<file path="src/rtl/ship_life_ctrl_if.sv">
// Signal bundle between the ship life-cycle controller and its neighbours:
// collision detector, buttons, ship motion block and the ship/explosion drawers.
interface ship_life_ctrl_if #(
   parameter int LIVES = 3
);
   localparam int LW = $clog2(LIVES + 1);

   logic          frame_tick;
   logic          start_game;
   logic          collision;
   logic          spawn_clear;
   logic          thrust_btn;
   logic          ship_respawn;
   logic          thrust_en;
   logic          ship_visible;
   logic          collide_en;
   logic          explode_active;
   logic [LW-1:0] lives_left;
   logic          game_over;
   logic [2:0]    state_dbg;

   // master: the life-cycle controller; slave: the blocks around it
   modport master (
      input  frame_tick, start_game, collision, spawn_clear, thrust_btn,
      output ship_respawn, thrust_en, ship_visible, collide_en,
             explode_active, lives_left, game_over, state_dbg
   );

   modport slave (
      output frame_tick, start_game, collision, spawn_clear, thrust_btn,
      input  ship_respawn, thrust_en, ship_visible, collide_en,
             explode_active, lives_left, game_over, state_dbg
   );
endinterface

</file>
<file path="src/rtl/ship_life_ctrl.sv">
// Ship life-cycle sequencer: spawn, invulnerability blink, death explosion,
// respawn hold-off and game over, with the remaining-lives counter.
//
// state     | meaning
// ----------+-----------------------------------------------------------
// IDLE      | powered up, waiting for the first start press
// SPAWN     | one clk: respawn pulse to motion block, ship at centre
// INVULN    | blinking ship, collisions ignored, timed by frame ticks
// ALIVE     | normal play, any collision kills the ship
// EXPLODE   | explosion animation, timed by frame ticks
// WAIT_RESP | hold-off before respawn, also waits for a clear centre
// GAME_OVER | no lives left, banner shown until start is pressed again
module ship_life_ctrl #(
   parameter int LIVES          = 3,
   parameter int INVULN_FRAMES  = 120,
   parameter int EXPLODE_FRAMES = 60,
   parameter int RESPAWN_FRAMES = 90,
   parameter int BLINK_LOG2     = 3
) (
   input  logic             clk,
   input  logic             resetN,
   ship_life_ctrl_if.master bus
);
   localparam int LW     = $clog2(LIVES + 1);
   localparam int MAXF_A = (INVULN_FRAMES > EXPLODE_FRAMES) ? INVULN_FRAMES : EXPLODE_FRAMES;
   localparam int MAXF   = (MAXF_A > RESPAWN_FRAMES) ? MAXF_A : RESPAWN_FRAMES;
   localparam int CW     = $clog2(MAXF + 1);

   localparam logic [CW-1:0] INV_LAST  = CW'(INVULN_FRAMES - 1);
   localparam logic [CW-1:0] EXP_LAST  = CW'(EXPLODE_FRAMES - 1);
   localparam logic [CW-1:0] RESP_SAT  = CW'(RESPAWN_FRAMES);
   localparam logic [LW-1:0] LIVES_INI = LW'(LIVES);

   typedef enum logic [2:0] {
      IDLE      = 3'd0,
      SPAWN     = 3'd1,
      INVULN    = 3'd2,
      ALIVE     = 3'd3,
      EXPLODE   = 3'd4,
      WAIT_RESP = 3'd5,
      GAME_OVER = 3'd6
   } state_t;

   state_t        state, state_nx;
   logic [CW-1:0] frame_cnt, frame_cnt_nx;
   logic [LW-1:0] lives, lives_nx;
   logic          start_d;
   logic          start_rise;
   logic          blink_on;

   assign start_rise = bus.start_game & ~start_d;

   // a blink bit above the counter width never toggles: ship stays visible
   generate
      if (BLINK_LOG2 < CW) begin : g_blink
         assign blink_on = ~frame_cnt[BLINK_LOG2];
      end else begin : g_no_blink
         assign blink_on = 1'b1;
      end
   endgenerate

   always_ff @(posedge clk or negedge resetN) begin
      if (!resetN) begin
         state     <= IDLE;
         frame_cnt <= '0;
         lives     <= '0;
         start_d   <= 1'b0;
      end else begin
         state     <= state_nx;
         frame_cnt <= frame_cnt_nx;
         lives     <= lives_nx;
         start_d   <= bus.start_game;
      end
   end

   always_comb begin
      state_nx           = state;
      frame_cnt_nx       = frame_cnt;
      lives_nx           = lives;
      bus.ship_respawn   = 1'b0;
      bus.ship_visible   = 1'b0;
      bus.thrust_en      = 1'b0;
      bus.collide_en     = 1'b0;
      bus.explode_active = 1'b0;
      bus.game_over      = 1'b0;

      case (state)
         IDLE: begin
            if (start_rise) begin
               state_nx = SPAWN;
               lives_nx = LIVES_INI;
            end
         end
         SPAWN: begin
            bus.ship_respawn = 1'b1;
            bus.ship_visible = 1'b1;
            state_nx         = INVULN;
         end
         INVULN: begin
            bus.ship_visible = blink_on;
            bus.thrust_en    = bus.thrust_btn;
            if (bus.frame_tick) begin
               if (frame_cnt == INV_LAST) state_nx = ALIVE;
               else frame_cnt_nx = frame_cnt + CW'(1);
            end
         end
         ALIVE: begin
            bus.ship_visible = 1'b1;
            bus.thrust_en    = bus.thrust_btn;
            bus.collide_en   = bus.collision;
            // collision takes priority; no frame timing runs here
            if (bus.collision) begin
               state_nx = EXPLODE;
               if (lives != '0) lives_nx = lives - LW'(1);
            end
         end
         EXPLODE: begin
            bus.explode_active = 1'b1;
            if (bus.frame_tick) begin
               if (frame_cnt == EXP_LAST) state_nx = (lives == '0) ? GAME_OVER : WAIT_RESP;
               else frame_cnt_nx = frame_cnt + CW'(1);
            end
         end
         WAIT_RESP: begin
            // counter parks at the hold-off length until the centre is clear
            if (frame_cnt == RESP_SAT) begin
               if (bus.spawn_clear) state_nx = SPAWN;
            end else if (bus.frame_tick) begin
               frame_cnt_nx = frame_cnt + CW'(1);
            end
         end
         GAME_OVER: begin
            bus.game_over = 1'b1;
            if (start_rise) begin
               state_nx = SPAWN;
               lives_nx = LIVES_INI;
            end
         end
         default: state_nx = IDLE;
      endcase

      if (state_nx != state) frame_cnt_nx = '0;
   end

   assign bus.lives_left = lives;
   assign bus.state_dbg  = state;
endmodule

</file>
<file path="src/flat_wrapper.sv">
// flat-port wrapper written by rule: the top's interface ports become plain ports
module ship_life_ctrl_flat 
#(
   parameter int LIVES          = 3,
   parameter int INVULN_FRAMES  = 120,
   parameter int EXPLODE_FRAMES = 60,
   parameter int RESPAWN_FRAMES = 90,
   parameter int BLINK_LOG2     = 3
)
  (clk, resetN, bus_frame_tick, bus_start_game, bus_collision, bus_spawn_clear, bus_thrust_btn, bus_ship_respawn, bus_thrust_en, bus_ship_visible, bus_collide_en, bus_explode_active, bus_lives_left, bus_game_over, bus_state_dbg);
  ship_life_ctrl_if #(.LIVES(LIVES)) bus_i ();
  input  logic clk;
  input  logic resetN;
  input wire logic [$bits(bus_i.frame_tick)-1:0] bus_frame_tick;
  input wire logic [$bits(bus_i.start_game)-1:0] bus_start_game;
  input wire logic [$bits(bus_i.collision)-1:0] bus_collision;
  input wire logic [$bits(bus_i.spawn_clear)-1:0] bus_spawn_clear;
  input wire logic [$bits(bus_i.thrust_btn)-1:0] bus_thrust_btn;
  output wire logic [$bits(bus_i.ship_respawn)-1:0] bus_ship_respawn;
  output wire logic [$bits(bus_i.thrust_en)-1:0] bus_thrust_en;
  output wire logic [$bits(bus_i.ship_visible)-1:0] bus_ship_visible;
  output wire logic [$bits(bus_i.collide_en)-1:0] bus_collide_en;
  output wire logic [$bits(bus_i.explode_active)-1:0] bus_explode_active;
  output wire logic [$bits(bus_i.lives_left)-1:0] bus_lives_left;
  output wire logic [$bits(bus_i.game_over)-1:0] bus_game_over;
  output wire logic [$bits(bus_i.state_dbg)-1:0] bus_state_dbg;
  assign bus_i.frame_tick = bus_frame_tick;
  assign bus_i.start_game = bus_start_game;
  assign bus_i.collision = bus_collision;
  assign bus_i.spawn_clear = bus_spawn_clear;
  assign bus_i.thrust_btn = bus_thrust_btn;
  assign bus_ship_respawn = bus_i.ship_respawn;
  assign bus_thrust_en = bus_i.thrust_en;
  assign bus_ship_visible = bus_i.ship_visible;
  assign bus_collide_en = bus_i.collide_en;
  assign bus_explode_active = bus_i.explode_active;
  assign bus_lives_left = bus_i.lives_left;
  assign bus_game_over = bus_i.game_over;
  assign bus_state_dbg = bus_i.state_dbg;
  ship_life_ctrl #(.LIVES(LIVES), .INVULN_FRAMES(INVULN_FRAMES), .EXPLODE_FRAMES(EXPLODE_FRAMES), .RESPAWN_FRAMES(RESPAWN_FRAMES), .BLINK_LOG2(BLINK_LOG2)) u_core (.clk(clk), .resetN(resetN), .bus(bus_i));
endmodule
</file>
<file path="config.mk">
export PLATFORM = sky130hd
export DESIGN_NAME = ship_life_ctrl_flat
export DESIGN_NICKNAME = d
export VERILOG_FILES = /design/src/rtl/ship_life_ctrl_if.sv /design/src/rtl/ship_life_ctrl.sv /design/src/flat_wrapper.sv
export SDC_FILE = /design/constraint.sdc
export NUM_CORES = 1
export LEC_CHECK = 0
export ABC_AREA = 1
export BUFFER_PORTS_ARGS = -buffer_cell sky130_fd_sc_hd__buf_4
export CORE_UTILIZATION = 45
export CTS_BUF_LIST = sky130_fd_sc_hd__clkbuf_2 sky130_fd_sc_hd__clkbuf_4 sky130_fd_sc_hd__clkbuf_8
export CTS_CLUSTER_DIAMETER = 80
export DETAILED_ROUTE_END_ITERATION = 12
export MAX_ROUTING_LAYER = met4
export PLACE_DENSITY = 0.65
export REMOVE_ABC_BUFFERS = 1
export SLEW_MARGIN = 40
export SYNTH_ARGS = -nofsm -noshare
export SYNTH_HDL_FRONTEND = slang
export SYNTH_SLANG_ARGS = --single-unit
</file>
<file path="constraint.sdc">
create_clock -name clk -period 2.5 [get_ports clk]
set_clock_uncertainty 0.1 [all_clocks]
set_input_delay 0.125 -clock clk [delete_from_list [all_inputs] [get_ports clk]]
set_output_delay 0.125 -clock clk [all_outputs]
set_load 0.02 [all_outputs]
</file>
Word level (Yosys, flattened, before mapping):

Index checks and enable logic that the tools add are counted.

* eq/ne operators: 19
* add/subtract/negate cells: 2
* reductions and logical operators: 10
* bitwise operators: 3
* muxes and demuxes: 28

Operator list (number)
* two-way mux 7 bit: 7
* two-way mux 3 bit: 8
* case mux 7 bit (3 select lines): 1
* case mux 3 bit (6 select lines): 1
* == test 7 bit, second input constant: 2
* == test 3 bit, second input constant: 3
* inequality test 3 x 2 -> 1 bit, second input constant: 3
* inequality test 3 bit, second input constant: 3
* two-way mux 2 bit: 4
* adder 7 x 1 -> 7 bit, second input constant: 1
* == test 7 x 6 -> 1 bit, second input constant: 1
* AND reduction 7 bit: 1
* == test 3 x 2 -> 1 bit, second input constant: 2
* OR reduction 2 bit: 3
* two-way mux 1 bit: 5
* inequality test 2 x 1 -> 1 bit, second input constant: 2
* case mux 2 bit (2 select lines): 1
* AND reduction 4 bit: 1
* nonzero test 2 bit: 2
* nonzero test 4 bit: 1
* == test 3 x 1 -> 1 bit, second input constant: 1
* logical NOT 3 bit: 1
* inequality test 3 bit: 1
* logical NOT 2 bit: 1
* 5 further kinds: 6

* register bits after elaboration: 13
* output and inout port bits: 11
* logic and storage cells: 66
* input port bits: 7

Depth between registers and ports, before layout:

Gate-level depths: netlist of run 1.

* word-level depth: 8
* gate-level depth with buffers: 12
* gate-level depth less buffers: 12

Worst setup path after synthesis of run 1:

OpenSTA, ideal clock, no wires.

* kind: register -> register
* start point: register u_core.state[1] (netlist: u_core.bus.state_dbg[1])
* end point: register u_core.frame_cnt[0]
* library setup time: 73 ps
* arrival: 1580 ps
* path buffers: 1
* required time: 2327 ps
* clock period less this slack: 1753 ps
* slack: 747 ps
* stages on the path, launching flop included: 12
* cell sequence: dfrtp_1 -> buf_6 -> inv_2 -> nor2_1 -> nand2_1 -> nor2_2 -> nor2_1 -> nand2_1 -> nand3_1 -> nand2_1 -> nand3_2 -> nor2_1

* word-level cells in the longest chain between the ends: 6
* elaborated cells between the ends (all ways): 28
* classes of those cells: eq/ne: 13; mux: 11; reduce/logical: 4

RTL lines
* from (decl): line ship_life_ctrl.sv:44 `state_t state, state_nx;`
* from (signal assigned): line ship_life_ctrl.sv:69 `state <= state_nx;`
* == test 3 bit, or another cell as far along: line ship_life_ctrl.sv:87 `case (state)`
* OR reduction 2 bit (no source line), or another cell as far along
* case mux 3 bit (6 select lines): line ship_life_ctrl.sv:87
* inequality test 3 bit: line ship_life_ctrl.sv:142 `if (state_nx != state) frame_cnt_nx = '0;`
* inequality test 3 bit (no source line), or another cell as far along
* AND reduction 7 bit (no source line)
* to (signal assigned): line ship_life_ctrl.sv:70 `frame_cnt <= frame_cnt_nx;`
* to (decl): line ship_life_ctrl.sv:45 `logic [CW-1:0] frame_cnt, frame_cnt_nx;`

Several ways; a longest one is shown, not always the timed one.
A chain may end at the register's enable or synchronous reset.

Worst setup path in the final report of run 1:

* start point: register u_core.frame_cnt[0]
* end point: register u_core.frame_cnt[2]

* word-level cells in the longest chain between the ends: 7
* elaborated cells between the ends (all ways): 27
* classes of those cells: add/sub: 1; eq/ne: 10; mux: 14; reduce/logical: 2

RTL lines (line)
* == test 7 x 6 -> 1 bit / == test 7 bit (equally long branches): ship_life_ctrl.sv:120, ship_life_ctrl.sv:103
* two-way mux 3 bit, on equally long branches: ship_life_ctrl.sv:120, ship_life_ctrl.sv:103
* two-way mux 3 bit, on equally long branches: ship_life_ctrl.sv:119, ship_life_ctrl.sv:102
* case mux 3 bit (6 select lines): ship_life_ctrl.sv:87
* inequality test 3 bit: ship_life_ctrl.sv:142
* inequality test 3 bit (no source line), or another cell as far along
* AND reduction 7 bit (no source line)

Several ways; a longest one is shown, not always the timed one. The select of a mux whose other input is x is not followed.

==> results of run 1 <==
power groups by stage:
stage	combinational, mW	clock (mW)	sequential [mW]
finish	0.646	0.142	0.328
global route	0.718	0.158	0.339
CTS	0.645	0.148	0.326
detailed placement	0.641	0	0.331
global placement	0.631	0	0.329
floorplan	0.386	0	0.365
sequential cells by signal, indices dropped and copies added, names as in the netlist:
register	count
u_core.start_d	1
u_core.bus.lives_left	2
u_core.bus.state_dbg	3
u_core.frame_cnt	7
metrics by stage:
step | total power [mW] | utilization
finish | 1.11 | 0.574
global route | 1.21 | 0.574
CTS | 1.12 | 0.574
detailed placement | 0.972 | 0.549
global placement | 0.960 | 0.549
floorplan | 0.752 | -
cells in the mapped netlist, drive strengths merged:
| cell | n | area share |
|---|---|---|
| nor2 | 31 | 0.12 |
| dfrtp | 13 | 0.33 |
| ha | 3 | 0.039 |
| o21ai | 5 | 0.026 |
| o32ai | 1 | 0.0090 |
| nand3b | 1 | 0.0077 |
| buf | 3 | 0.035 |
| a21oi | 1 | 0.0051 |
| nand4 | 4 | 0.026 |
| a21boi | 2 | 0.015 |
| nand3 | 17 | 0.098 |
| xor2 | 1 | 0.0090 |
| nor4 | 2 | 0.013 |
| nor3 | 1 | 0.0051 |
| inv | 22 | 0.085 |
| nand2 | 43 | 0.17 |
timing repair:
item	in CTS	in global routing
resized for setup	0	0
hold endpoints to repair	14	0
hold buffers	2	0
worst min-delay path, delay by kind of cell:
kind / cells / cell delay (ns)
buffers and inverters: 1 / 0.10
AND/OR/NAND/NOR: 2 / 0.19
worst max-delay path by stage:
stage,from,endpoint,slack (ns)
after global placement,u_core.frame_cnt[0],u_core.frame_cnt[2],0.63
after floorplan,u_core.bus.state_dbg[1],u_core.frame_cnt[2],0.70
after global routing,u_core.frame_cnt[0],u_core.frame_cnt[2],0.36
after CTS,u_core.frame_cnt[0],u_core.frame_cnt[2],0.58
after detailed placement,u_core.frame_cnt[0],u_core.frame_cnt[2],0.60
final,u_core.frame_cnt[0],u_core.frame_cnt[2],0.57
layout make-up:
cell class	count	area (sq um)	share of cell area
Sequential cell	13	325	0.283
Inverter	22	82.6	0.0718
Timing Repair Buffer	19	148	0.128
Tap cell	27	33.8	0.0294
Multi-Input combinational cell	112	531	0.461
Clock buffer	4	30.0	0.0261
cells by family after synthesis:
| kind of cell | share of synthesized area |
|---|---|
| AOI/OAI and AO/OA | 0.0553 |
| and+or+nand+nor | 0.443 |
| buffers and inverters | 0.120 |
| adders and majority gates | 0.0386 |
| DFF | 0.335 |
| xor gates and xnor gates | 0.00901 |
layer usage:
layer  wire length, microns  vias up  track usage
met1                    993      440        0.253
met5                      0        -            -
met2                   1010       26        0.345
met4                     38        0       0.0882
met3                     79        6       0.0409
li1                       -      512            -
==> key figures, run 1 <==
GRT
  • Number of global-route vias before repair: 908
  • Global route overflow: 0
  • Total GRT Usage: 0.210
  • Initial antenna violation count: 0
  • Largest net degree at the start of global routing: 14
  • First-pass GRT wire length: 3680 microns

Pwr
  • Internal: 559 uW
  • Switch share: 0.499
  • Gate power share: 0.579
  • P_leak: 0.590 nW
  • Power Dens Cells: 970 nW/um^2
  • Clock share of power: 0.127
  • Worst IR Drop VDD: 0.573 mV
  • Flop pwr share: 0.294
  • Switching pwr: 556 uW

Run status
  • Status: finished, final reports clean

Placement
  • HPWL Detailed: 1660 microns
  • Pre-CTS WS: 0.595 ns
  • Dpl cells: 191
  • Placer Congestion: 0.883
  • Placed instance area: 1100 sq um
  • Buffers added on ports: 17

Min path
  • Hold path depth: 3
  • Hold crit path type: primary input to register
  • Hold_sp: bus_frame_tick
  • Hold endpoint: u_core.bus.state_dbg[0]

Die
  • Die ar.: 2350 sq um
  • Die Y: 48.5 microns
  • Core Rows: 16
  • # IOs: 18
  • Starting density of the core: 0.486
  • Die width: 48.5 microns
  • Core area: 2000 sq um

Critical path
  • WP data required: 2.58 ns
  • Setup crit start kind: register
  • R2r setup slk: 0.57 ns
  • Critical path's most frequent cell: nand2_1
  • Crit path max fanout: 12
  • CP max stage cell: dfrtp_1
  • WP depth: 8
  • Reg2Reg Depth: 8
  • Buf/Inv on CP: 1
  • CP top delay family: simple AND/OR/NAND/NOR gates
  • Reg2Reg Launch Point: u_core.frame_cnt[0]
  • Crit path kind: register to register
  • Slowest stage delay, CP: 0.42 ns
  • Worst EP arrival: 2.00 ns
  • Worst R2R End: u_core.frame_cnt[2]
  • Nature of the critical path endpoint: register
  • Crit path cell chain: ha_1 > nand2_1 > nand3b_1 > nand2_1 > nor2_2 > inv_1 > o21ai_0 > nor2_1

Yosys
  • Mapped Area: 972 sq um
  • Synth warn: 0
  • Post-Syn Area per Cell: 6.48 sq um
  • Seq/Total Area, Yosys: 0.335
  • Synthesized flop and latch total: 13
  • Distinct cells, synth: 20
  • Syn Inst Count: 150

CTS
  • Root Driver: clkbuf_4
  • Worst-path clk slew: 0.09 ns
  • Max Root-Sink Buffers: 2
  • TritonCTS clock tree: built
  • # H-tree levels: 1
  • Post CTS Setup Buffer Count: 0
  • Clock Latency Late Sink: 0.28 ns
  • Num Clock Sinks: 13
  • CTS buffer count: 3

Final layout
  • # diodes: 0
  • Final instance area: 1150 sq um
  • Post-Layout Cell Count: 197
  • Fillcell total: 221
  • Most common cell after layout, fill and taps aside: nand2_1
  • Final-stage net count: 181
  • Area Growth Syn to Fin: 18.3%
  • Layout cell share with drive strength beyond 1: 0.171
  • Most frequent cells in the layout: 42 x nand2_1, 29 x nor2_1, 19 x inv_1, 17 x buf_4, 15 x nand3_1

Routing
  • Final wirelength: 2120 microns
  • Drt via density: 4.99
  • WL per Instance: 10.8 microns
  • Post-route antenna net violation count: 0
  • Initial DRT Pass Iterations: 5
  • Detailed-route DRC error count: 0
  • DR iter-0 viols: 20
  • Via count: 984

Timing
  • RSZ-0062 raised after global routing: false
  • Pin slew with the least headroom to its limit: 0.489 ns
  • Hold_ws: 0.0792 ns
  • Slew Limit Headroom: 0.673
  • Period utilisation layout: 0.771
  • Minimum clock period after layout: 1.93 ns
  • Final hold vios: 0
  • Setup ws final: 0.572 ns
  • TNS Setup: 0 ns
  • FMAX: 519 MHz
  • Fin. max-slew vios: 0
  • Setup Viol. Count Final: 0

Flow run
  • Max Cap Violations: 0
Note: power is estimated with default switching activity, not from simulation.
==> inputs of run 2 (changes only) <==
--- a/config.mk
+++ b/config.mk
@@ -12,7 +12,7 @@
 export CTS_CLUSTER_DIAMETER = 80
 export DETAILED_ROUTE_END_ITERATION = 12
 export MAX_ROUTING_LAYER = met4
-export PLACE_DENSITY = 0.65
+export PLACE_DENSITY = 0.67
 export REMOVE_ABC_BUFFERS = 1
 export SLEW_MARGIN = 40
 export SYNTH_ARGS = -nofsm -noshare
==> constraint.sdc (replaced) <==
create_clock -name clk -period 1.66 [get_ports clk]
set_clock_uncertainty 0.1 [all_clocks]
set_input_delay 0.083 -clock clk [delete_from_list [all_inputs] [get_ports clk]]
set_output_delay 0.083 -clock clk [all_outputs]
set_load 0.02 [all_outputs]
==> run 2 against run 1 <==
Effect of this change: the run now ends with negative hold slack, negative setup slack left; non-clock buffer count increased by 26; cell count rose by 13%; largest power group unchanged; via count is 18% higher; sequential power rose by 49%; critical path type unchanged.
==> key figures, run 2 (synthesis results as in run 1) <==
CTS
  • Root Driver: clkbuf_4
  • Clock Latency Late Sink: 0.30 ns (+0.02 ns)
  • TritonCTS clock tree: built
  • Max Root-Sink Buffers: 2 (unchanged)
  • # H-tree levels: 1 (unchanged)
  • Worst-path clk slew: 0.09 ns (about the same)
  • Num Clock Sinks: 13 (unchanged)
  • CTS buffer count: 3 (unchanged)

Placement
  • Placer Congestion: 0.915 (+3.6%)
  • Dpl cells: 205 (+7.3%)
  • Pre-CTS WS: -0.0490 ns (-0.644 ns)
  • HPWL Detailed: 1830 microns (+10%)
  • Buffers added on ports: 17 (unchanged)

Final layout
  • Fillcell total: 153 (-31%)
  • Area Growth Syn to Fin: 60.0%
  • Most common cell after layout, fill and taps aside: buf_4
  • Layout cell share with drive strength beyond 1: 0.536 (+0.365)
  • Most flop-heavy register: u_core.frame_cnt
  • Max reg flops: 7 (unchanged)
  • # diodes: 0 (unchanged)
  • Final-stage net count: 207 (+14%)
  • Post-Layout Cell Count: 223 (+13%)
  • Most frequent cells in the layout: 40 x buf_4, 28 x nand2_1, 17 x inv_1, 14 x nor2_1, 14 x nand2_2

Routing
  • WL per Instance: 14.4 microns (+33%)
  • Post-route antenna net violation count: 0 (unchanged)
  • Detailed-route DRC error count: 0 (unchanged)
  • Initial DRT Pass Iterations: 4 (-1)
  • DR iter-0 viols: 33 (+65%)
  • Final wirelength: 3200 microns (+51%)
  • Drt via density: 5.21 (+4.3%)
  • Via count: 1162 (+18%)

Run status
  • Status: finished with violations
  • Failing checks: negative hold slack, negative setup slack

Pwr
  • P_leak: 0.745 nW (+26%)
  • Worst IR Drop VDD: 0.973 mV (+70%)
  • Power Dens Cells: 1540 nW/um^2 (+58%)

Timing
  • FMAX: 579 MHz (+12%)
  • RSZ-0062 raised after global routing: true
  • TNS Setup: -0.405 ns (-0.405 ns)
  • Setup ws final: -0.0676 ns (-0.640 ns)
  • Final hold vios: 1 (+1)
  • Pin slew with the least headroom to its limit: 0.488 ns (-0.00183 ns)
  • Slew Limit Headroom: 0.672 (-0.000768)
  • Minimum clock period after layout: 1.73 ns (-0.200 ns)
  • Hold_ws: -0.00727 ns (-0.0865 ns)
  • Period utilisation layout: 1.04 (+0.270)
  • Fin. max-slew vios: 0 (unchanged)
  • Setup Viol. Count Final: 7 (+7)

Die
  • Die width: 48.5 microns (unchanged)
  • # IOs: 18 (unchanged)
  • Core Rows: 16 (unchanged)
  • Die Y: 48.5 microns (unchanged)
  • Die ar.: 2350 sq um (unchanged)
  • Core area: 2000 sq um (unchanged)
  • Starting density of the core: 0.486 (unchanged)

Flow run
  • Max Cap Violations: 0 (unchanged)

GRT
  • First-pass GRT wire length: 4060 microns (+10%)
  • Global route overflow: 0 (unchanged)
  • Largest net degree at the start of global routing: 14 (unchanged)
  • Initial antenna violation count: 0 (unchanged)
  • Number of global-route vias before repair: 916 (+0.88%)
  • Total GRT Usage: 0.242 (+0.0315)

Critical path
  • Buf/Inv on CP: 1 (unchanged)
  • Crit path max fanout: 7 (-5)
  • Crit path kind: register to register
  • Crit path cell chain: inv_2 > ha_4 > nand2_2 > nor2_4 > nand3_2 > nand2_2 > nand3_2 > nand2_2 > nand3_4 > nor2_2
  • Worst EP arrival: 1.87 ns (-0.13 ns)
  • Critical path's most frequent cell: nand2_2
  • CP top delay family: simple AND/OR/NAND/NOR gates
  • CP max stage cell: dfrtp_1
  • Nature of the critical path endpoint: register
  • WP data required: 1.80 ns (-0.78 ns)
  • Slowest stage delay, CP: 0.44 ns (+0.02 ns)
  • Setup crit start kind: register

Min path
  • Hold crit path type: primary input to register
[run 2: worst paths after layout]
path	from	to	slack, ns	cells past startpoint
min in group asynchronous	resetN	u_core.frame_cnt[2]	0.06	2
max in group asynchronous	resetN	u_core.bus.state_dbg[0]	1.22	2
setup reg to reg	u_core.frame_cnt[0]	u_core.frame_cnt[1]	-0.07	10
hold / removal	bus_frame_tick	u_core.bus.state_dbg[0]	-0.007	3
hold reg to reg	u_core.bus.lives_left[1]	u_core.bus.lives_left[1]	0.49	2
setup / recovery	u_core.frame_cnt[0]	u_core.frame_cnt[1]	-0.07	10
[run 2: metrics by stage]
step | hold slack [ns] | utilization | instance area, sq um | power (mW)
6_report | -0.00727 | 0.777 | 1560 | 2.39
5_1_grt | 0.00401 | 0.777 | 1560 | 2.54
4_1_cts | 0.0124 | 0.649 | 1300 | 1.94
3_5_place_dp | -0.162 | 0.602 | 1200 | 1.64
3_3_place_gp | -0.161 | 0.602 | 1200 | 1.63
2_1_floorplan | -0.313 | - | 938 | 1.13
[run 2: repair_timing]
item,4_1_cts,5_1_grt
pin swaps,1,31
resized for setup,10,54
setup buffers,2,10
endpoints found under the hold margin,14,0
cloned,0,0
hold buffers,2,0
setup endpoints to repair,7,10
[run 2: area by class of cell]
type | instances | area (sq um) | share of cell area
clock inverter | 1 | 5.00 | 0.00322
clock buffer | 3 | 22.5 | 0.0145
tap | 27 | 33.8 | 0.0217
multi-input combinational | 112 | 724 | 0.466
sequential | 13 | 330 | 0.212
timing repair buffer | 45 | 354 | 0.228
inverter | 22 | 85.1 | 0.0547
[run 2: metal layers]
| metal | track usage | part of all wire | vias up |
|---|---|---|---|
| met1 | 0.298 | 0.43 | 542 |
| met4 | 0.0882 | 0.024 | 0 |
| met2 | 0.376 | 0.48 | 43 |
| li1 | - | - | 567 |
| met3 | 0.0723 | 0.071 | 10 |
| met5 | - | 0 | - |
[run 2: where the power goes]
group | switching [mW] | total [mW] | internal [mW]
registers | 0.0937 | 0.488 | 0.395
logic | 0.964 | 1.68 | 0.721
clock network | 0.125 | 0.215 | 0.0901
[run 2: worst register-to-register path: cells and delay by family (launching register included)]
kind	cells	cell delay [ns]
simple gates	8	0.90
buf+inv	1	0.10
fa+ha+maj	1	0.13
flops	1	0.44
